$ cat src/rtl/fdce_fdpe_pkg.sv
// fdce_fdpe_pkg
// Shared constants and helpers for the fdce_fdpe register bank.
//   FD_MODE_CLR / FD_MODE_PRE : per-bit reset personality used to build
//                               PRESET_MASK values (0 = clear-type, 1 = preset-type)
//   FD_MAX_WIDTH              : widest mask the replicate helper can build
//   fdReplicate()             : copies a mode bit into the low 'width' bits
package fdce_fdpe_pkg;

  localparam logic FD_MODE_CLR = 1'b0;
  localparam logic FD_MODE_PRE = 1'b1;

  localparam int FD_MAX_WIDTH = 64;

  // Builds a mask with the low 'width' bits set to 'mode' and the rest zero.
  // The caller casts the result down to its own WIDTH.
  function automatic logic [FD_MAX_WIDTH-1:0] fdReplicate(input logic mode, input int width);
    logic [FD_MAX_WIDTH-1:0] r;
    r = '0;
    for (int i = 0; i < FD_MAX_WIDTH; i++) begin
      if (i < width) begin
        r[i] = mode;
      end
    end
    return r;
  endfunction

endpackage

$ cat src/rtl/fdce_fdpe_fd_cell.sv
// fd_cell
// One D flip-flop with clock enable and a synchronous reset whose reset
// value is fixed by the PRESET parameter (0 behaves like FDCE, 1 like FDPE).
// Ports:
//   clk : rising-edge clock
//   clr : synchronous active-high reset, wins over ce
//   ce  : clock enable
//   d   : data input
//   q   : registered output
// Parameters:
//   INIT   : power-up value before the first clock edge
//   PRESET : value loaded while clr is high
module fd_cell
  import fdce_fdpe_pkg::*;
#(
  parameter logic INIT   = FD_MODE_CLR,
  parameter logic PRESET = FD_MODE_CLR
) (
  input  logic clk,
  input  logic clr,
  input  logic ce,
  input  logic d,
  output logic q
);

  // The declaration initializer gives the power-up value; clr never
  // restores it, it always loads PRESET instead.
  logic q_q = INIT;
  logic q_d;

  // Next state: clr first, then an enabled load, otherwise hold.
  always_comb begin
    q_d = q_q;
    if (clr) begin
      q_d = PRESET;
    end else if (ce) begin
      q_d = d;
    end
  end

  always_ff @(posedge clk) begin
    q_q <= q_d;
  end

  assign q = q_q;

endmodule

$ cat src/rtl/fdce_fdpe.sv
// fdce_fdpe
// Portable register bank replacing rows of FDCE/FDPE primitives. Every bit
// is an independent flop with its own clock enable; on clr each bit loads
// its PRESET_MASK bit. Reset is synchronous, so clr pulses that miss a
// rising edge are ignored.
// Ports:
//   clk : rising-edge clock
//   clr : synchronous active-high reset, priority over ce
//   ce  : per-bit clock enable, WIDTH bits
//   d   : data input, WIDTH bits
//   q   : registered output, WIDTH bits
// Parameters:
//   WIDTH       : number of flops (>= 1)
//   PRESET_MASK : reset value, bit i = 1 makes flop i preset-type
//   INIT        : power-up value before the first edge
module fdce_fdpe
  import fdce_fdpe_pkg::*;
#(
  parameter int WIDTH       = 8,
  // Left untyped so an oversized override keeps its real width and can be
  // caught below instead of being silently truncated.
  parameter     PRESET_MASK = {WIDTH{FD_MODE_CLR}},
  parameter     INIT        = {WIDTH{FD_MODE_CLR}}
) (
  input  logic             clk,
  input  logic             clr,
  input  logic [WIDTH-1:0] ce,
  input  logic [WIDTH-1:0] d,
  output logic [WIDTH-1:0] q
);

  localparam logic [WIDTH-1:0] PRESET_W = WIDTH'(PRESET_MASK);
  localparam logic [WIDTH-1:0] INIT_W   = WIDTH'(INIT);

  // Configuration checks, resolved at elaboration.
  if (WIDTH < 1) begin : g_err_width
    $fatal(1, "fdce_fdpe: WIDTH must be at least 1");
  end
  if ($bits(PRESET_MASK) > WIDTH) begin : g_err_preset
    $fatal(1, "fdce_fdpe: PRESET_MASK is wider than WIDTH");
  end
  if ($bits(INIT) > WIDTH) begin : g_err_init
    $fatal(1, "fdce_fdpe: INIT is wider than WIDTH");
  end

  for (genvar i = 0; i < WIDTH; i++) begin : g_cell
    fd_cell #(
      .INIT   (INIT_W[i]),
      .PRESET (PRESET_W[i])
    ) u_cell (
      .clk (clk),
      .clr (clr),
      .ce  (ce[i]),
      .d   (d[i]),
      .q   (q[i])
    );
  end

endmodule

$ cat config.mk
export PLATFORM = sky130hd
export DESIGN_NAME = fdce_fdpe
export DESIGN_NICKNAME = d
export VERILOG_FILES = /design/src/rtl/fdce_fdpe_pkg.sv /design/src/rtl/fdce_fdpe_fd_cell.sv /design/src/rtl/fdce_fdpe.sv
export SDC_FILE = /design/constraint.sdc
export NUM_CORES = 1
export LEC_CHECK = 0
export ABC_AREA = 1
export BUFFER_PORTS_ARGS = -buffer_cell sky130_fd_sc_hd__clkbuf_2
export CAP_MARGIN = 40
export CORE_AREA = 4 4 41 43
export CTS_CLUSTER_SIZE = 12
export DETAILED_ROUTE_END_ITERATION = 8
export DIE_AREA = 0 0 45 47
export GPL_TIMING_DRIVEN = 0
export REMOVE_ABC_BUFFERS = 1
export SLEW_MARGIN = 20
export SYNTH_ARGS = -nofsm -noshare
export SYNTH_HDL_FRONTEND = slang
export SYNTH_HIERARCHICAL = 1
export SYNTH_SLANG_ARGS = --single-unit
$ cat constraint.sdc
create_clock -name clk -period 0.8 [get_ports clk]
set_input_delay 0.12 -clock clk [delete_from_list [all_inputs] [get_ports clk]]
set_output_delay 0.12 -clock clk [all_outputs]
set_load 0.05 [all_outputs]
Yosys cells after proc, flatten, opt, wreduce, memory -nomap -nowiden. Index checks and enable logic that the tools add are counted. Widths: inputs -> output; s select.

Register bits: 8. Input port bits: 18.

Depth between registers and ports, before layout. Gate-level depths: netlist of run 1.

Depth after elaboration: 0. Depth in mapped cells: 4.

Hierarchy. Netlist of run 1, hierarchy kept.

By module, submodules not included: fd_cell (instances 8, cells each 7, area each 45.0 µm², sequential area each 20.0 µm²).

Worst setup path before layout of run 1. Ideal clock, no wire load.

Path type: flip-flop to flip-flop. Start: register g_cell[0].u_cell/q (netlist name). End: register g_cell[0].u_cell.q_q. Arrival: 0.822 ns. Path slack: -0.084 ns. Stages on the path, launching flop included: 3. Path buffers: 0. Period minus slack after synthesis: 0.884 ns. Cells stage by stage: dfxtp_1 > nor2_1 > nor2_2.

RTL lines: end signal, assigned (line fdce_fdpe_fd_cell.sv:42) `q_q <= q_d;`; end, declared (line fdce_fdpe_fd_cell.sv:28) `logic q_q = INIT;`.

Final worst setup path of run 1.
Start: register g_cell[1].u_cell.q_q. End: output q[1].

RTL lines: start, declared (line fdce_fdpe_fd_cell.sv:28); start signal, assigned (line fdce_fdpe_fd_cell.sv:42); end, declared (line fdce_fdpe.sv:29) `output logic [WIDTH-1:0] q`.

No word-level cell between the ends.

==> results of run 1 <==
cells in the final DEF, fill, tap and decap left out, drive strengths merged:
cell    count
inv        16
clkbuf     21
buf         7
dfxtp       8
nand2      16
nor2       16
per-layer routing:
layer | wire [um] | vias up | GRT usage, % | share of wire (%)
met4 | 0 | 0 | 5.26 | 0
met2 | 397 | 16 | 16.1 | 50
li1 | - | 211 | - | -
met5 | 0 | - | 0 | 0
met1 | 310 | 152 | 10.1 | 39
met3 | 89 | 0 | 4.98 | 11
cell families (layout without fill, tap and decap cells):
| logic type | Yosys count | count (layout) | share of synthesized area [%] |
|---|---|---|---|
| DFF | 8 | 8 | 44.4 |
| buffers and inverters | 16 | 44 | 16.7 |
| and+or+nand+nor | 32 | 32 | 38.9 |
path summary, 6_finish.rpt:
kind                       from            endpoint  slack [ns]  cells after the start
min reg2reg  g_cell[5].u_cell/q  g_cell[5].u_cell/q        0.50                      2
max reg2reg  g_cell[0].u_cell/q  g_cell[0].u_cell/q        0.19                      2
max          g_cell[1].u_cell/q                q[1]       -0.07                      1
min                       ce[7]  g_cell[7].u_cell/q        0.12                      3
repair_timing:
action | in CTS | in global routing
gates resized for setup | 25 | 7
setup endpoints to repair | 8 | 8
buffers inserted | 0 | 0
power by group through the flow:
| stage | Clock (mW) | Sequential (mW) | Combinational [mW] |
|---|---|---|---|
| 2_1_floorplan | 0 | 0.545 | 0.0685 |
| 3_3_place_gp | 0 | 0.448 | 0.244 |
| 3_5_place_dp | 0 | 0.449 | 0.249 |
| 4_1_cts | 0.318 | 0.452 | 0.298 |
| 5_1_grt | 0.338 | 0.463 | 0.331 |
| 6_report | 0.294 | 0.458 | 0.307 |
metrics by stage:
step / setup TNS [ns] / hold WS [ns] / std cells
finish: -0.399 / 0.116 / 99
global route: -0.706 / 0.120 / 99
CTS: -0.655 / 0.103 / 99
detailed placement: 0 / 0.369 / 96
global placement: 0 / 0.363 / 96
floorplan: -0.671 / 0.257 / 56
area by class of cell:
class	count	area, um2
Clock buffer	3	22.5
Fill cell	137	674
Inverter	16	60.1
Multi-Input combinational cell	32	140
Sequential cell	8	170
Tap cell	15	18.8
Timing Repair Buffer	25	215
==> flow_summary_export.csv, run 1 <==
group,metric,value,unit
job,maxCapViolations,0,
drt,vias_per_cell,3.83,
drt,antenna_left,0,
cts,cts_buffer_depth,2,
yosys,ys_ff_latch,8,
placed_design,dp.final_hpwl,652,um
die,core_area,0.00130,mm2
timing,max_freq,1.16,GHz
die,row_count,13,
timing,setup_ws,-0.0657,ns
cts,clkTransAtPathRegs,0.05,ns
global_routing,antenna_found_initial,0,
drt,wl,797,um
layout,final_cell_area,627,um2
cts,cts_tree,"done",
layout,postLayoutCoreUtil,48.2,%
worst_setup_path,cp_top_family,"flip-flops",
power_and_ir_drop,power_switching,316,uW
yosys,synth_area_leader_cell,"dfxtp_1",
power_and_ir_drop,ir_worst_vdd,0.714,mV
cts,cts.sinks,8,
worst_setup_path,cpPeakStageDelay,0.34,ns
worst_setup_path,cp_max_fo,2,
worst_setup_path,cp_num_buf_inv,1,
worst_setup_path,worstPathCellList,"clkbuf_16",
yosys,synth_edf_count,0,
placed_design,gp_congestion,0.627,
hold_path,holdCritPathClass,"in -> reg",
die,io_pins,26,
outcome,violations,"negative setup slack",
drt,vias,379,
worst_setup_path,crit_type,"reg -> out",
placed_design,place.port_buffers,25,
drt,wl_per_cell,8.05,um
drt,firstDrtPassIters,2,
worst_setup_path,cp_data_required_time,0.68,ns
worst_setup_path,cp_slowest_cell,"dfxtp_2",
drt,first_iter_violations,2,
timing,setup_viol,8,
global_routing,grt_max_degree,9,
worst_setup_path,cp-start-kind,"flip-flop",
power_and_ir_drop,combPwrFrac,29.0,%
timing,hold_viol_final,0,
power_and_ir_drop,p_per_area,1690,mW/mm2
cts,holdBufCountCts,0,
timing,post-route-min-period,0.866,ns
yosys,synth_area_leaders,"dfxtp_1 44%, inv_1 17%, nand2_1 17%",
worst_setup_path,critPathCaptureType,"output port",
layout,area_growth,74.0,%
outcome,outcome,"finished, violations left",
yosys,avgSynthCellArea,6.43,um2
timing,slew_headroom,89.6,%
yosys,postSynth.asyncResetShare,0,%
yosys,yosysWarnings,6,
yosys,syn_area,360,um2
worst_setup_path,crit_arrival,0.75,ns
die,die-area,0.00212,mm2
power_and_ir_drop,power_frac_seq,43.3,%
layout,drive_above_1_share,52.4,%
cts,ctsRootBufferMaster,"clkbuf_4",
yosys,synth_top_area_share,44.4,%
power_and_ir_drop,finalPower,1.06,mW
timing,finalClockSkew,0,ns
global_routing,grt_use_total,9.75,%
placed_design,dp_slack,0.0738,ns
cts,h-tree-depth,1,
layout,n_antenna_cell,0,
power_and_ir_drop,internal-power,742,uW
power_and_ir_drop,p_leak,0.377,nW
global_routing,grt_pass1_wl,1440,um
yosys,synthesis.instances,56,
placed_design,dpl-instance-area,504,um2
die,start_util,27.7,%
yosys,yosysSeqAreaShare,44.4,%
yosys,synthFlopType,"dfxtp_1",
yosys,synth_cell_types,5,
yosys,yosys-top-cells-count,"16 x inv_1, 16 x nand2_1, 8 x dfxtp_1, 8 x nor2_1, 8 x nor2_2",
power_and_ir_drop,power.clock.fraction,27.7,%
timing,rsz0062_at_grt,"true",
layout,largest_register_ffs,8,
die,chipHeight,47,um
layout,nets,104,
cts,clkLatencyLatePin,0.24,ns
drt,drc,0,
global_routing,grt_pass1_vias,382,
power_and_ir_drop,sw_frac_of_total,29.9,%
global_routing,overflow,0,
timing,tightest_slew,0.156,ns
timing,final_max_slew_viol_count,0,
cts,numCtsBuffers,3,
die,die_w,45,um
timing,finalCritPeriodShare,108,%
(Power assumes the default switching activity.)
==> inputs of run 2 (changes only) <==
--- a/config.mk
+++ b/config.mk
@@ -6,7 +6,7 @@
 export NUM_CORES = 1
 export LEC_CHECK = 0
 export ABC_AREA = 1
-export BUFFER_PORTS_ARGS = -buffer_cell sky130_fd_sc_hd__clkbuf_2
+export BUFFER_PORTS_ARGS = -buffer_cell sky130_fd_sc_hd__buf_2
 export CAP_MARGIN = 40
 export CORE_AREA = 4 4 41 43
 export CTS_CLUSTER_SIZE = 12
==> flow_summary_export.csv, run 2 (synthesis gave the netlist of run 1 again) <==
group,metric,value,unit
timing,post-route-min-period,0.865,ns
cts,cts.sinks,8,
global_routing,grt_use_total,9.27,%
layout,largest_register_ffs,8,
die,row_count,13,
power_and_ir_drop,p_leak,0.366,nW
worst_setup_path,cp_slowest_cell,"dfxtp_2",
power_and_ir_drop,power_switching,321,uW
drt,wl,757,um
timing,setup_tns,-0.406,ns
layout,drive_above_1_share,52.4,%
layout,mostFrequentLayoutCells,"17 x buf_2, 16 x inv_1, 16 x nand2_1",
timing,hold_viol_final,0,
placed_design,dp_slack,0.0991,ns
outcome,outcome,"finished, violations left",
layout,layout_commonest_cell,"buf_2",
drt,firstDrtPassIters,1,
global_routing,grt_pass1_vias,359,
worst_setup_path,cp_num_buf_inv,1,
timing,setup_ws,-0.0654,ns
worst_setup_path,worstPathCellList,"buf_8",
die,start_util,27.7,%
cts,ctsRootBufferMaster,"clkbuf_4",
drt,drc,0,
outcome,violations,"negative setup slack",
cts,cts_tree,"done",
drt,antenna_left,0,
timing,final_max_slew_viol_count,0,
power_and_ir_drop,sw_frac_of_total,30.6,%
worst_setup_path,cp_top_family,"flip-flops",
global_routing,grt_max_degree,9,
cts,clkTransAtPathRegs,0.06,ns
layout,regArea,170,um2
cts,h-tree-depth,1,
worst_setup_path,crit_arrival,0.75,ns
timing,finalClockSkew,0,ns
power_and_ir_drop,internal-power,729,uW
worst_setup_path,crit_type,"reg -> out",
drt,vias,379,
cts,cts_buffer_depth,2,
worst_setup_path,crit_start,"g_cell[6].u_cell/q",
worst_setup_path,reg2reg_from,"g_cell[6].u_cell/q",
job,maxCapViolations,0,
worst_setup_path,cp_data_required_time,0.68,ns
layout,area_growth,68.1,%
global_routing,antenna_found_initial,0,
worst_setup_path,cp-start-kind,"flip-flop",
timing,slew_headroom,90.9,%
layout,n_antenna_cell,0,
timing,tightest_slew,0.137,ns
layout,instances_no_fill,99,
power_and_ir_drop,combPwrFrac,27.8,%
global_routing,grt_pass1_wl,1340,um
worst_setup_path,critPathCaptureType,"output port",
drt,vias_per_cell,3.83,
die,die_w,45,um
cts,holdBufCountCts,0,
placed_design,place.port_buffers,25,
cts,numCtsBuffers,3,
global_routing,overflow,0,
die,die-area,0.00212,mm2
placed_design,placed_cells,96,
die,chipHeight,47,um
die,io_pins,26,
timing,setup_viol,8,
hold_path,min_from,"ce[4]",
layout,fillers,131,
power_and_ir_drop,power_frac_seq,43.4,%
power_and_ir_drop,power.clock.fraction,28.8,%
worst_setup_path,cpPeakStageDelay,0.35,ns
timing,whs,0.107,ns
layout,final_cell_area,606,um2
placed_design,gp_congestion,0.629,
layout,multi_input_area,140,um2
worst_setup_path,cp_max_fo,2,
timing,finalCritPeriodShare,108,%
power_and_ir_drop,ir_worst_vdd,0.742,mV
power_and_ir_drop,p_per_area,1730,mW/mm2
placed_design,dp.final_hpwl,625,um
timing,rsz0062_at_grt,"true",
hold_path,holdCritPathClass,"in -> reg",
drt,first_iter_violations,0,
die,core_area,0.00130,mm2
layout,nets,104,
power_and_ir_drop,finalPower,1.05,mW
layout,postLayoutCoreUtil,46.5,%
timing,max_freq,1.16,GHz
drt,wl_per_cell,7.65,um
cts,clkLatencyLatePin,0.24,ns
placed_design,dpl-instance-area,504,um2
## run 2: final timing paths
kind / to / slack [ns] / cells after the start
min reg2reg: g_cell[5].u_cell/q / 0.49 / 2
max reg2reg: g_cell[6].u_cell/q / 0.18 / 2
min: g_cell[4].u_cell/q / 0.11 / 3
max: q[6] / -0.07 / 1
## run 2: layer usage
metal / GRT usage [%] / wire [um] / vias up
li1: - / - / 209
met1: 8.94 / 296 / 154
met2: 14.7 / 362 / 16
met3: 5.36 / 99 / 0
met4: 7.02 / 0 / 0
met5: 0 / 0 / -
## run 2: power by group through the flow
| stage | combinational [mW] | sequential (mW) | clock, mW |
|---|---|---|---|
| 6_report | 0.292 | 0.455 | 0.302 |
| 5_1_grt | 0.317 | 0.459 | 0.351 |
| 4_1_cts | 0.285 | 0.453 | 0.327 |
| 3_5_place_dp | 0.249 | 0.448 | 0 |
| 3_3_place_gp | 0.245 | 0.447 | 0 |
| 2_1_floorplan | 0.0685 | 0.545 | 0 |
## run 2: area by class of cell
cell class / instances / share of cell area [%]
repair buffers: 25 / 32.0
well taps: 15 / 3.10
flip-flops and latches: 8 / 28.1
inverters: 16 / 9.92
multi-input cells: 32 / 23.1
clock buffers: 3 / 3.72
## run 2: what timing repair did
| item | CTS | global route |
|---|---|---|
| setup buffers | 0 | 0 |
| resized for setup | 25 | 4 |
| setup endpoints to repair | 8 | 8 |
| hold endpoints to repair | 0 | 0 |
==> inputs of run 3 (changes only) <==
--- a/config.mk
+++ b/config.mk
@@ -14,7 +14,7 @@
 export DIE_AREA = 0 0 45 47
 export GPL_TIMING_DRIVEN = 0
 export REMOVE_ABC_BUFFERS = 1
-export SLEW_MARGIN = 20
+export SLEW_MARGIN = 40
 export SYNTH_ARGS = -nofsm -noshare
 export SYNTH_HDL_FRONTEND = slang
 export SYNTH_HIERARCHICAL = 1
==> constraint.sdc (replaced) <==
create_clock -name clk -period 1.09 [get_ports clk]
set_input_delay 0.1635 -clock clk [delete_from_list [all_inputs] [get_ports clk]]
set_output_delay 0.1635 -clock clk [all_outputs]
set_load 0.05 [all_outputs]
==> flow_summary_export.csv, run 3 (synthesis gave the netlist of run 1 again) <==
group,metric,value,unit
die,io_pins,26,
layout,regArea,160,um2
cts,cts.sinks,8,
cts,cts_resized,0,
drt,wl_per_cell,7.39,um
placed_design,place.port_buffers,25,
timing,slew_headroom,83.5,%
global_routing,antenna_found_initial,0,
drt,antenna_left,0,
drt,vias,373,
placed_design,dp.final_hpwl,625,um
die,chipHeight,47,um
drt,first_iter_violations,0,
worst_setup_path,cp-start-kind,"flip-flop",
die,die-area,0.00212,mm2
timing,setup_tns,0,ns
cts,clkTransAtPathRegs,0.06,ns
timing,finalClockSkew,0,ns
layout,multi_input_area,140,um2
worst_setup_path,crit_arrival,0.85,ns
worst_setup_path,cp_max_fo,2,
worst_setup_path,r2r_setup_slack,0.51,ns
worst_setup_path,crit_type,"reg -> out",
drt,firstDrtPassIters,1,
timing,rsz0062_at_grt,"false",
die,core_area,0.00130,mm2
worst_setup_path,cp_top_family,"flip-flops",
worst_setup_path,critPathCaptureType,"output port",
worst_setup_path,worstPathCellList,"buf_2",
job,maxCapViolations,0,
cts,clkLatencyLatePin,0.24,ns
outcome,outcome,"finished clean",
timing,max_freq,0.991,GHz
layout,postLayoutCoreUtil,40.5,%
cts,holdBufCountCts,0,
layout,n_antenna_cell,0,
timing,setup_viol,0,
drt,wl,732,um
drt,drc,0,
layout,area_growth,46.2,%
worst_setup_path,crit_start,"g_cell[6].u_cell/q",
global_routing,grt_pass1_vias,326,
cts,ctsRootBufferMaster,"clkbuf_4",
worst_setup_path,cp_slowest_cell,"dfxtp_1",
global_routing,grt_use_total,8.72,%
power_and_ir_drop,p_per_area,1370,mW/mm2
timing,post-route-min-period,1.01,ns
worst_setup_path,cp_data_required_time,0.93,ns
timing,tightest_slew,0.249,ns
placed_design,gp_congestion,0.629,
worst_setup_path,cp_num_buf_inv,1,
timing,hold_viol_final,0,
hold_path,holdCritPathClass,"in -> reg",
layout,drive_above_1_share,42.9,%
timing,final_max_slew_viol_count,0,
layout,layout_commonest_cell,"buf_2",
layout,largest_register_ffs,8,
worst_setup_path,reg2reg_from,"g_cell[6].u_cell/q",
layout,fillers,144,
cts,cts_buffer_depth,2,
power_and_ir_drop,ir_worst_vdd,0.497,mV
cts,h-tree-depth,1,
die,row_count,13,
hold_path,min_from,"ce[4]",
drt,vias_per_cell,3.77,
worst_setup_path,rr_worst_depth,2,
cts,postCtsSetupBuffers,0,
timing,finalCritPeriodShare,92.6,%
power_and_ir_drop,p_leak,0.348,nW
hold_path,hold_depth,3,
hold_path,holdPathEnd,"g_cell[4].u_cell/q",
global_routing,grt_max_degree,9,
die,die_w,45,um
global_routing,overflow,0,
global_routing,grt_pass1_wl,1240,um
layout,mostFrequentLayoutCells,"25 x buf_2, 16 x inv_1, 16 x nand2_1",
worst_setup_path,r2r_end,"g_cell[6].u_cell/q",
layout,nets,104,
die,start_util,27.7,%
cts,numCtsBuffers,3,
worst_setup_path,cpPeakStageDelay,0.33,ns
cts,cts_tree,"done",
==> run 3: how the worst max path moves through the flow <==
stage                                     to  depth (start not counted)
final                                   q[6]                          1
after global routing                    q[6]                          1
after CTS                               q[4]                          1
after detailed placement                q[1]                          1
after global placement                  q[6]                          1
after floorplan           g_cell[0].u_cell/q                          2
==> run 3: final cells by class <==
cell class | instances | area share [%]
Multi-Input combinational cell | 32 | 26.6
Sequential cell | 8 | 30.4
Clock buffer | 3 | 4.28
Tap cell | 15 | 3.56
Inverter | 16 | 11.4
Timing Repair Buffer | 25 | 23.8
==> run 3: routing by layer <==
metal  vias to the layer above  track usage, %  share of wire (%)
li1                        209               -                  -
met1                       148            7.82                 40
met2                        16            14.1                 46
met3                         0            5.36                 13
met4                         0            7.02                  0
met5                         -               0                  0
==> run 3: per-stage QoR <==
stage	power (mW)	hold slack, ns	cell area (um2)	setup WS, ns	std cells
2_1_floorplan	0.450	0.301	360	0.206	56
4_1_cts	0.746	0.138	527	0.0622	99
3_5_place_dp	0.512	0.410	504	0.346	96
5_1_grt	0.777	0.153	527	0.0350	99
6_report	0.723	0.151	527	0.0808	99
3_3_place_gp	0.508	0.404	504	0.352	96
==> run 3: report_power, final <==
part           internal, mW  switching, mW
clock network         0.126         0.0942
logic                0.0578          0.123
registers             0.313        0.00932
